<file path="src/rtl/alu_sequencer.sv">
// Issue-side controller for the 8-bit ALU: buffers host instructions, reads operands
// from a 4x8 register file, issues them to the ALU and writes each result back.
module alu_sequencer #(
    parameter int unsigned FIFO_DEPTH = 4,
    parameter int unsigned TIMEOUT    = 16,
    parameter int unsigned NUM_OPS    = 20
) (
    input  logic              clk,
    input  logic              rst_n,
    input  logic              instr_valid,
    input  logic [10:0]       instr_word,
    output logic              instr_ready,
    input  logic              reg_wr_en,
    input  logic [1:0]        reg_wr_addr,
    input  logic [7:0]        reg_wr_data,
    input  logic [1:0]        reg_rd_addr,
    output logic [7:0]        reg_rd_data,
    output logic [4:0]        opcode,
    output logic signed [7:0] operand_A,
    output logic signed [7:0] operand_B,
    output logic              input_ready,
    output logic              enable,
    output logic              carry_in,
    output logic              borrow_in,
    input  logic [7:0]        result_out,
    input  logic              result_ready,
    input  logic              carry_out,
    input  logic              borrow_out,
    input  logic              zero,
    input  logic              negative,
    input  logic              overflow,
    output logic              done,
    output logic [7:0]        done_result,
    output logic [4:0]        done_flags,
    output logic              err_illegal,
    output logic              err_timeout,
    input  logic              err_clr,
    output logic              busy
);

    localparam int unsigned PTR_W = (FIFO_DEPTH > 1) ? $clog2(FIFO_DEPTH) : 1;
    localparam int unsigned CNT_W = $clog2(FIFO_DEPTH + 1);
    localparam int unsigned TMO_W = (TIMEOUT > 1) ? $clog2(TIMEOUT) : 1;

    localparam logic [1:0] S_IDLE  = 2'd0;
    localparam logic [1:0] S_ISSUE = 2'd1;
    localparam logic [1:0] S_WAIT  = 2'd2;

    logic [1:0]       state;
    logic [1:0]       state_next;
    logic [10:0]      fifo_mem [FIFO_DEPTH];
    logic [PTR_W-1:0] wr_ptr;
    logic [PTR_W-1:0] rd_ptr;
    logic [CNT_W-1:0] count;
    logic [CNT_W-1:0] count_next;
    logic [TMO_W-1:0] wait_cnt;
    logic [7:0]       regs [4];
    logic [1:0]       dst_q;
    logic [10:0]      head;
    logic             head_legal;
    logic             push;
    logic             pop;
    logic             issue;
    logic             illegal;
    logic             writeback;
    logic             timed_out;

    assign head        = fifo_mem[rd_ptr];
    assign head_legal  = 32'(head[10:6]) < NUM_OPS;
    assign push        = instr_valid & instr_ready;
    assign pop         = (state == S_IDLE) && (count != '0);
    assign reg_rd_data = regs[reg_rd_addr];

    // Occupancy after this edge; pop and push never conflict because full blocks push.
    always_comb begin
        count_next = count;
        if (push && !pop) begin
            count_next = count + CNT_W'(1);
        end else if (pop && !push) begin
            count_next = count - CNT_W'(1);
        end
    end

    // Next-state and per-edge event decode.
    always_comb begin
        state_next = state;
        issue      = 1'b0;
        illegal    = 1'b0;
        writeback  = 1'b0;
        timed_out  = 1'b0;
        case (state)
            S_IDLE: begin
                if (pop) begin
                    if (head_legal) begin
                        issue      = 1'b1;
                        state_next = S_ISSUE;
                    end else begin
                        illegal = 1'b1;
                    end
                end
            end
            S_ISSUE: state_next = S_WAIT;
            S_WAIT: begin
                if (result_ready) begin
                    writeback  = 1'b1;
                    state_next = S_IDLE;
                end else if (wait_cnt == TMO_W'(TIMEOUT - 1)) begin
                    timed_out  = 1'b1;
                    state_next = S_IDLE;
                end
            end
            default: state_next = S_IDLE;
        endcase
    end

    always_ff @(posedge clk or negedge rst_n) begin
        if (!rst_n) begin
            state <= S_IDLE;
        end else begin
            state <= state_next;
        end
    end

    always_ff @(posedge clk) begin
        if (push) begin
            fifo_mem[wr_ptr] <= instr_word;
        end
    end

    always_ff @(posedge clk or negedge rst_n) begin
        if (!rst_n) begin
            wr_ptr <= '0;
            rd_ptr <= '0;
            count  <= '0;
        end else begin
            if (push) begin
                wr_ptr <= wr_ptr + PTR_W'(1);
            end
            if (pop) begin
                rd_ptr <= rd_ptr + PTR_W'(1);
            end
            count <= count_next;
        end
    end

    always_ff @(posedge clk or negedge rst_n) begin
        if (!rst_n) begin
            wait_cnt <= '0;
        end else if (state == S_ISSUE) begin
            wait_cnt <= '0;
        end else if (state == S_WAIT) begin
            wait_cnt <= wait_cnt + TMO_W'(1);
        end
    end

    // Writeback is assigned last so it overrides a host write to the same entry.
    always_ff @(posedge clk or negedge rst_n) begin
        if (!rst_n) begin
            for (int i = 0; i < 4; i++) begin
                regs[i] <= '0;
            end
        end else begin
            if (reg_wr_en) begin
                regs[reg_wr_addr] <= reg_wr_data;
            end
            if (writeback) begin
                regs[dst_q] <= result_out;
            end
        end
    end

    always_ff @(posedge clk or negedge rst_n) begin
        if (!rst_n) begin
            instr_ready <= 1'b1;
            busy        <= 1'b0;
            enable      <= 1'b0;
            input_ready <= 1'b0;
            opcode      <= '0;
            operand_A   <= '0;
            operand_B   <= '0;
            dst_q       <= '0;
            done        <= 1'b0;
            done_result <= '0;
            done_flags  <= '0;
            carry_in    <= 1'b0;
            borrow_in   <= 1'b0;
            err_illegal <= 1'b0;
            err_timeout <= 1'b0;
        end else begin
            instr_ready <= (count_next != CNT_W'(FIFO_DEPTH));
            busy        <= (state_next != S_IDLE) || (count_next != '0);
            enable      <= (state_next != S_IDLE);
            input_ready <= issue;
            done        <= writeback;
            if (issue) begin
                opcode    <= head[10:6];
                operand_A <= regs[head[3:2]];
                operand_B <= regs[head[1:0]];
                dst_q     <= head[5:4];
            end
            if (writeback) begin
                done_result <= result_out;
                done_flags  <= {overflow, negative, zero, borrow_out, carry_out};
                carry_in    <= carry_out;
                borrow_in   <= borrow_out;
            end
            err_illegal <= (err_illegal & ~err_clr) | illegal;
            err_timeout <= (err_timeout & ~err_clr) | timed_out;
        end
    end

endmodule

</file>
<file path="config.mk">
export PLATFORM = sky130hd
export DESIGN_NAME = alu_sequencer
export DESIGN_NICKNAME = d
export VERILOG_FILES = /design/src/rtl/alu_sequencer.sv
export SDC_FILE = /design/constraint.sdc
export NUM_CORES = 1
export LEC_CHECK = 0
export CAP_MARGIN = 20
export CORE_AREA = 2 2 116 118
export DETAILED_ROUTE_END_ITERATION = 10
export DIE_AREA = 0 0 118 120
export GPL_TIMING_DRIVEN = 0
export MAX_ROUTING_LAYER = met4
export PLACE_DENSITY = 0.69
export SETUP_SLACK_MARGIN = 0.3
export SLEW_MARGIN = 20
export SYNTH_ARGS = -nofsm -noshare
export SYNTH_HDL_FRONTEND = slang
export SYNTH_SLANG_ARGS = --single-unit
</file>
<file path="constraint.sdc">
create_clock -name clk -period 2.95 [get_ports clk]
set_input_delay 0.59 -clock clk [delete_from_list [all_inputs] [get_ports clk]]
set_output_delay 0.59 -clock clk [all_outputs]
set_load 0.01 [all_outputs]
</file>
==> flow_summary.toml, run 1 <==
[timing]
final.setup_skew_ps = 9.26
fin_crit_sh = 0.868
rsz0062_at_grt = "false"
finalSetupTns_ps = 0
finalSetupViolations = 0
max_slew_margin = 0.468
drv_slew = 0
worstMarginPinSlew_ps = 797
fmax_ghz = 0.391
layout_min_cycle_time_ps = 2560
final_hold_viol_count = 0
setup_slack_ps = 389

[detailed_routing]
drc = 0
wl_met3_um = 762
drt-total-wl_um = 14500
vias_per_cell = 5.41
vias = 4028
wl_met1_um = 6280
drtAntennaViolNets = 0
wl_per_cell_um = 19.4
wl_met2_um = 7180
highest_layer = "met4"
first_pass_iters = 4
first_iter_violations = 313

[setup_path]
cp-end-kind = "output port"
r2r_cells = 7
timing.rr.start = "state[0]$_DFF_PN0_"
critPathRequiredTime_ps = 2360
path_class = "input port to output port"
crit_arrival_ps = 1970
path_max_fanout = 8
slowest_delay_ps = 580
cp_slowest_cell = "mux4_2"
rrSetupSlack_ps = 550
worstPathCellList = "clkbuf_2 > mux4_2 > clkdlybuf4s50_1"
start_kind = "input port"
rr_endpoint = "regs[0]$_DFF_PN0_"

[cts]
cts_inserted_buffers = 17
cts_buffer_depth = 2
cts_tree = "done"
cts_setup_buffers = 0
h-tree-depth = 4
clockRootBuffer = "clkbuf_16"
clock_sinks = 132
clkTransAtPathRegs_ps = 60
clkLatencyLatePin_ps = 420

[global_route]
grt_max_degree = 55
grt_pass1_vias = 4263
antenna_found_initial = 0
grt_pass1_wl_um = 23100
grt-ovfl-total = 0
grt_util_all_layers = 0.226

[logic_synthesis]
yosysSeqAreaShare = 0.556
synthFlopType = "dfrtp_1"
syn_inst = 445
avgSynthCellArea_um2 = 14.2
ys_ff_latch = 132
yosys_warnings = 0
ys_types = 42
syn_nets = 499
syn_area_mm2 = 0.00634
async_flop_share = 0.667
synth_edf_count = 44

[status]
status = "finished, final reports clean"

[power]
leakagePower_nw = 3.46
peakVddDrop_mv = 0.687
power_density_mw_per_mm2 = 1170

[floorplanning]
dieWidth_um = 118
die-area_mm2 = 0.0142
boundaryPins = 93
core_mm2 = 0.0130
dieHeight_um = 120
initial_utilization = 0.488
rows = 42

[place]
globalplace.congestion = 0.838
dp_cells = 712
dp_slack_ps = -185
hpwl_um = 9810
portBuffers = 90

[final_layout]
fill_cells = 1039
drive_gt1_frac = 0.173
area_growth_pct = 27.3
final_cells = 744
fin_nets = 609
antennaDiodeCount = 0

[min_path]
hp-class = "input port to asynchronous set/reset pin"

[run]
drv_cap = 0
==> what timing repair did <==
| action | in CTS | in global routing |
|---|---|---|
| cloned | 0 | 0 |
| setup endpoints to repair | 16 | 31 |
| gates resized for setup | 3 | 3 |
| hold buffers | 0 | 0 |
==> stage by stage <==
stage | power [mW] | utilization | cell area, µm² | hold slack [ps]
after floorplan | 5.91 | - | 6340 | 294
after global placement | 7.28 | 0.575 | 7460 | 468
after detailed placement | 7.44 | 0.577 | 7490 | 480
after CTS | 9.50 | 0.621 | 8060 | 71.6
after global routing | 9.99 | 0.621 | 8070 | 75.2
final | 9.43 | 0.621 | 8070 | 66.4
==> registers in the layout (all words and copies together) (netlist names), 3 cells and up <==
| signal | cells |
|---|---|
| count | 3 |
| done_flags | 5 |
| done_result | 8 |
| fifo_mem | 44 |
| opcode | 5 |
| operand_A | 8 |
| operand_B | 8 |
| regs | 32 |
| wait_cnt | 4 |
==> layout by cell type (no fill, tap or decap), drive strengths merged, types with 2 or more instances in the layout <==
| master | instances |
|---|---|
| bufinv | 2 |
| nand3 | 6 |
| ha | 12 |
| nand2b | 2 |
| mux2 | 36 |
| nor2 | 28 |
| clkinvlp | 4 |
| xnor2 | 6 |
| nor3 | 2 |
| dfrtp | 87 |
| clkinv | 5 |
| nor2b | 2 |
| clkdlybuf4s50 | 89 |
| a31oi | 2 |
| buf | 16 |
| a221oi | 2 |
| edfxtp | 44 |
| clkbuf | 28 |
| o22ai | 2 |
| o31ai | 2 |
| nand2 | 16 |
| mux4 | 19 |
| mux2i | 83 |
| inv | 15 |
| and3 | 4 |
| o21ai | 14 |
| nand3b | 4 |
| a31o | 2 |
| a21oi | 26 |
==> synthesized netlist by cell type (all sizes together) (8+ instances only) <==
master  number  area share
dfrtp       87        0.34
o21ai       14       0.011
inv         14      0.0083
a21oi       26       0.021
ha          12       0.024
buf         14       0.022
clkbuf       8      0.0063
nand2       16      0.0095
mux4        19       0.073
edfxtp      44        0.21
mux2        36       0.073
mux2i       83        0.13
nor2        28       0.018
==> final cells by class <==
cell class | count | area (µm²) | area share
flip-flops and latches | 132 | 3520 | 0.437
plain buffers | 22 | 181 | 0.0225
clock buffers | 20 | 437 | 0.0541
clock inverters | 12 | 131 | 0.0163
multi-input cells | 277 | 2590 | 0.321
repair buffers | 91 | 930 | 0.115
well taps | 176 | 220 | 0.0273
inverters | 14 | 52.6 | 0.00651
==> metal layers <==
metal | vias up | track usage
li1 | 1876 | -
met1 | 2018 | 0.282
met2 | 108 | 0.359
met3 | 26 | 0.0632
met4 | 0 | 0.0783
met5 | - | -
==> worst max-delay path by stage <==
stage / start / endpoint / slack, ps / depth (start not counted)
after CTS: state[0]$_DFF_PN0_ / regs[21]$_DFF_PN0_ / 340 / 7
after detailed placement: result_ready / regs[30]$_DFF_PN0_ / -180 / 5
final: reg_rd_addr[0] / reg_rd_data[3] / 390 / 3
after global routing: reg_rd_addr[0] / reg_rd_data[0] / 340 / 3
after global placement: rst_n / wr_ptr[0]$_DFFE_PN0P_ / -2090 / 1
after floorplan: reg_rd_addr[0] / reg_rd_data[0] / 780 / 2
==> critical path, delay by kind of cell <==
family,cells,cell delay (ps)
mux,1,580
buf+inv,2,790
==> kinds of logic (layout without fill, tap and decap cells) <==
group                    after synthesis  in the layout  synth area share
flip-flops                           132            132             0.556
buffers and inverters                 36            159            0.0363
multiplexers                         138            138             0.277
adder cells (fa/ha/maj)               12             12            0.0237
XOR/XNOR                               6              6           0.00829
AND/OR/NAND/NOR                       66             66            0.0484
AO/OA/AOI/OAI                         55             55            0.0498
==> report_power, final <==
group	internal (mW)	switching, mW	leakage (nW)
clock network	1.24	0.791	0.266
logic	2.37	1.86	1.74
registers	2.65	0.529	1.45
Note: power is estimated with default switching activity, not from simulation.
==> inputs of run 2 (changes only) <==
- ABC_AREA: unset -> 1
==> run 2 against run 1 <==
  * Clock power hardly changed
  * Via count is 32% higher
  * Flip-flop and latch count stayed put
  * Clock skew is 0.94 ps lower
  * Synthesized cell count is 59% higher
  * Hold slack better by 46 ps
  * Synthesized area is 0.61% lower
  * Die area stayed put
  * Critical path depth is 4 higher
  * Maximum frequency is 0.40% higher
  * Cell count is 35% higher
  * Highest routed layer unchanged
==> flow_summary.toml, run 2 <==
[power]
peakVddDrop_mv = 0.522
power.total_mw = 9.26
leakagePower_nw = 3.64
power_density_mw_per_mm2 = 1150

[global_route]
grt_pass1_wl_um = 26300
grt-ovfl-total = 0
grt_max_degree = 58
antenna_found_initial = 0
grt_pass1_vias = 5265
grt_util_all_layers = 0.247

[floorplanning]
dieWidth_um = 118
dieHeight_um = 120
initial_utilization = 0.485
core_mm2 = 0.0130
boundaryPins = 93
die-area_mm2 = 0.0142
rows = 42

[setup_path]
path_max_fanout = 10
start_kind = "input port"
path_class = "input port to output port"
crit_arrival_ps = 1960
critPathRequiredTime_ps = 2360
timing.rr.start = "state[0]$_DFF_PN0_"
cp-end-kind = "output port"
crit_path_start = "reg_rd_addr[1]"

[final_layout]
drive_gt1_frac = 0.0831
seqCellArea_mm2 = 0.00352
antennaDiodeCount = 0
final_cell_mix = "221 x nand2_1, 87 x dfrtp_1, 82 x clkdlybuf4s50_1"
final_common_cell = "nand2_1"
finalInstanceArea_mm2 = 0.00805
fill_cells = 1148
fin_nets = 871
largest_reg_flops = 44
reg_top3 = "fifo_mem x44, regs x32"
top_register = "fifo_mem"
area_growth_pct = 27.8
final_cells = 1006
multiInputGateArea_mm2 = 0.00230

[logic_synthesis]
avgSynthCellArea_um2 = 8.92
ys_types = 29
synth_largest_type_area_fraction = 0.346
syn_area_mm2 = 0.00630
syn_inst = 706
synth_most_common_cell = "nand2_1"
async_flop_share = 0.667
synth.area.top_cells = "dfrtp_1 35%, edfxtp_1 21%, nand2_1 13%"
synthFlopType = "dfrtp_1"
syn_nets = 760
synth_edf_count = 44
ys_ff_latch = 132
post-synth-top-area-cell = "dfrtp_1"
yosys_warnings = 0
synthTopCellsByCount = "221 x nand2_1, 87 x dfrtp_1, 75 x inv_1"
yosysSeqAreaShare = 0.560

[min_path]
hp-class = "input port to asynchronous set/reset pin"

[timing]
fin_crit_sh = 0.865
worstMarginPinSlew_ps = 682
max_slew_margin = 0.545
rsz0062_at_grt = "false"
final_hold_viol_count = 0
drv_slew = 0
finalSetupTns_ps = 0
layout_min_cycle_time_ps = 2550
final.setup_skew_ps = 8.32
fmax_ghz = 0.392
finalSetupViolations = 0

[cts]
clkLatencyLatePin_ps = 420
clock_sinks = 132
clockRootBuffer = "clkbuf_16"
cts_setup_buffers = 0
cts_tree = "done"
hold_buffers = 0
cts_inserted_buffers = 17
cts_buffer_depth = 2
clkTransAtPathRegs_ps = 60
h-tree-depth = 4

[detailed_routing]
drtAntennaViolNets = 0
first_iter_violations = 355
vias = 5330
drt-total-wl_um = 16300
wl_per_cell_um = 16.2
drc = 0
first_pass_iters = 7
vias_per_cell = 5.30

[status]
status = "finished, final reports clean"

[place]
hpwl_um = 11600
postPlaceCellArea_mm2 = 0.00745
dp_cells = 974
portBuffers = 91
globalplace.congestion = 0.942

[run]
drv_cap = 0
[run 2: cell count changes in the layout (fill, tap and decap cells not counted), moves of 19 or more]
cell	delta
inv_1	+61
mux2_2	-19
mux2i_1	-83
nand2_1	+206
o211ai_1	+63
o21ai_0	+52
[run 2: cell type report]
| class | count | share of cell area |
|---|---|---|
| Inverter | 79 | 0.0373 |
| Clock inverter | 12 | 0.0162 |
| Clock buffer | 20 | 0.0555 |
| Multi-Input combinational cell | 462 | 0.286 |
| Tap cell | 176 | 0.0274 |
| Sequential cell | 132 | 0.438 |
| Timing Repair Buffer | 92 | 0.115 |
| Buffer | 33 | 0.0242 |
[run 2: critical path, cell delays in order]
cell and delay (ps):
clkdlybuf4s50_1 420, inv_2 130, clkbuf_4 220, o21ai_0 100, a21oi_1 130, a21oi_1 80
dlygate4sd2_1 290
[run 2: routing by layer]
layer,GRT usage,routed length [µm]
met1,0.326,7290
met2,0.382,7670
met3,0.0499,1070
met5,-,0
met4,0.0904,257
[run 2: through the flow]
stage           util  setup slack (ps)  hold WS, ps
3_5_place_dp   0.574              -129          465
2_1_floorplan      -               815          294
6_report       0.620               400          113
3_3_place_gp   0.572             -1910          461
4_1_cts        0.619               152          111
5_1_grt        0.620               306          137
[run 2: cell families (layout without fill, tap and decap cells)]
family                     count (synthesis)  after routing  synth area share
and+or+nand+nor                          275            275             0.169
xor gates and xnor gates                   5              5           0.00695
DFF                                      132            132             0.560
AOI/OAI and AO/OA                        170            170             0.163
adders and majority gates                 12             12            0.0238
buffers and inverters                    112            236            0.0775
[run 2: path summary, 6_finish.rpt]
| kind | end | slack, ps | cells past startpoint |
|---|---|---|---|
| worst max register to register | regs[20]$_DFF_PN0_ | 910 | 7 |
| worst max-delay path | reg_rd_data[5] | 400 | 7 |
| max in group asynchronous | instr_ready$_DFF_PN1_ | 2150 | 2 |
| min in group clk | operand_A[6]$_DFFE_PN0P_ | 470 | 2 |
| worst min-delay path | regs[20]$_DFF_PN0_ | 110 | 1 |
| worst min register to register | operand_A[6]$_DFFE_PN0P_ | 470 | 2 |
[run 2: what timing repair did]
item                       CTS  global route
setup endpoints to repair    8             1
cloned                       0             0
gates resized for setup     15             1
[run 2: power breakdown]
| part | switching, mW | leakage [nW] | internal (mW) | total [mW] |
|---|---|---|---|---|
| sequential | 0.432 | 1.44 | 2.61 | 3.05 |
| combinational | 2.46 | 1.91 | 1.71 | 4.16 |
| clock | 0.787 | 0.281 | 1.27 | 2.05 |
==> variant, RTL diff (config.mk and constraints of run 2) <==
Reset style: synchronous (`rst_n`), changed in 5 clocked blocks.
--- a/src/rtl/alu_sequencer.sv
+++ b/src/rtl/alu_sequencer.sv
@@ -115,3 +115,3 @@
 
-    always_ff @(posedge clk or negedge rst_n) begin
+    always_ff @(posedge clk) begin
         if (!rst_n) begin
@@ -129,3 +129,3 @@
 
-    always_ff @(posedge clk or negedge rst_n) begin
+    always_ff @(posedge clk) begin
         if (!rst_n) begin
@@ -145,3 +145,3 @@
 
-    always_ff @(posedge clk or negedge rst_n) begin
+    always_ff @(posedge clk) begin
         if (!rst_n) begin
@@ -156,3 +156,3 @@
     // Writeback is assigned last so it overrides a host write to the same entry.
-    always_ff @(posedge clk or negedge rst_n) begin
+    always_ff @(posedge clk) begin
         if (!rst_n) begin
@@ -171,3 +171,3 @@
 
-    always_ff @(posedge clk or negedge rst_n) begin
+    always_ff @(posedge clk) begin
         if (!rst_n) begin
Check against the original RTL: differs if rst_n is asserted again (counterexample within 4 cycles, from zero or initial values and one cycle with rst_n low); with rst_n held inactive, the same outputs for 4 cycles.
==> variant against run 2 <==
Final area up 2.8%; count of clock-buffer cells in the layout is 2 lower; setup slack got worse by 25 ps; sequential cell count up 2; die area unchanged; power down 14%; area after synthesis grew 3.1%; routed wire length is 6.4% higher; via count up 8.5%; critical path type unchanged; critical endpoint is now reg_rd_data[7]; largest cell class unchanged; largest power group unchanged; highest routed layer unchanged.
==> variant: results (changes against run 2) <==
| Metric | Value |
|---|---|
| Synth Area in XOR/XNOR | `0.135% (-0.56 points)` |
| CP peak stage delay | `440 ps (+20 ps)` |
| WL/cell | `15.9 um (-1.7%)` |
| Fill cell count | `1,109 (-3.4%)` |
| Initial DRC Count | `373 (+5.1%)` |
| Switch share | `37.2% (-2.5 points)` |
| FFs w/ async S/R, synth | `0% (-67 points)` |
| Final Wtd Congestion | `0.907 (-3.7%)` |
| Leakage Power | `0.00346 uW (-4.9%)` |
| Worst path arrival time | `1990 ps (+30 ps)` |
| Met1 WL | `7440 um (+2.0%)` |
| Syn_nets | `842 (+11%)` |
| Met3 Use GR | `5.09% (+0.095 points)` |
| Dpl ws | `-93.4 ps (+35.7 ps)` |
| M2 GR Usage | `42.7% (+4.5 points)` |
| Global Route Usage Sum | `26.1% (+1.4 points)` |
| Synth cell types | `31 (+6.9%)` |
| Final nets | `950 (+9.1%)` |
| Met1 Usage GRT | `32.1% (-0.54 points)` |
| Layout cells sized above 1 | `9.53% (+1.2 points)` |
| Post-synth EDFFs | `76 (+73%)` |
| First-pass GRT wire length | `28,000 um (+6.5%)` |
| Post-synthesis adder-cell area fraction | `1.54% (-0.84 points)` |
| Slew margin rel. | `28.8% (-26 points)` |
| Outcome | `finished, final reports clean` |
| Primary FF master, synth | `edfxtp_1` |
| DPL Wire Length | `13,000 um (+12%)` |
| Met3 WL post-DR | `1070 um (about the same)` |
| Main area contributors after synthesis | `edfxtp_1, dfxtp_1, nand3_1` |
[variant: changes by cell type after synthesis, sizes merged, moves of 23 or more]
| cell | delta |
|---|---|
| a21oi | +23 |
| dfrtp | -87 |
| nand2 | -47 |
| nor2 | +41 |
| edfxtp | +32 |
| nand3 | +122 |
| o211ai | -62 |
| dfxtp | +58 |
[variant: power by group through the flow]
stage / combinational [uW] / sequential (uW) / clock (uW)
2_1_floorplan: 2070 / 2520 / 0
4_1_cts: 3120 / 2450 / 2370
3_5_place_dp: 3120 / 2490 / 0
5_1_grt: 3500 / 2480 / 2440
6_report: 3140 / 2450 / 2340
3_3_place_gp: 3040 / 2470 / 0
[variant: critical path, delay by kind of cell]
| kind | cells | cell delay (ps) |
|---|---|---|
| compound gates | 2 | 310 |
| buf+inv | 4 | 1070 |
[variant: final cells by class]
cell class,instances,share of cell area (%)
Buffer,40,2.84
Inverter,95,4.31
Multi-Input combinational cell,523,30.0
Sequential cell,134,41.6
Clock inverter,14,2.68
Timing Repair Buffer,89,10.7
Tap cell,176,2.66
Clock buffer,18,5.19
[variant: final timing paths]
path	start	end	slack (ps)	cells past startpoint
max	reg_rd_addr[1]	reg_rd_data[7]	370	6
min	done_flags[2]$_SDFFE_PN0P_	done_flags[2]$_SDFFE_PN0P_	460	2
max reg2reg	state[1]$_SDFF_PN0_	regs[2][0]$_DFFE_PP_	880	7
min reg2reg	done_flags[2]$_SDFFE_PN0P_	done_flags[2]$_SDFFE_PN0P_	460	2
[variant: repair_timing]
action,4_1_cts,5_1_grt
hold buffers,0,0
endpoints found under the setup margin,8,1
gates resized for setup,15,3
[variant: per-stage QoR]
stage	hold WS, ps	cell area [sq um]	cells
after floorplan	458	6490	792
after global placement	449	7610	1057
after detailed placement	451	7610	1057
after CTS	461	8270	1089
after global routing	486	8270	1089
final	461	8270	1089
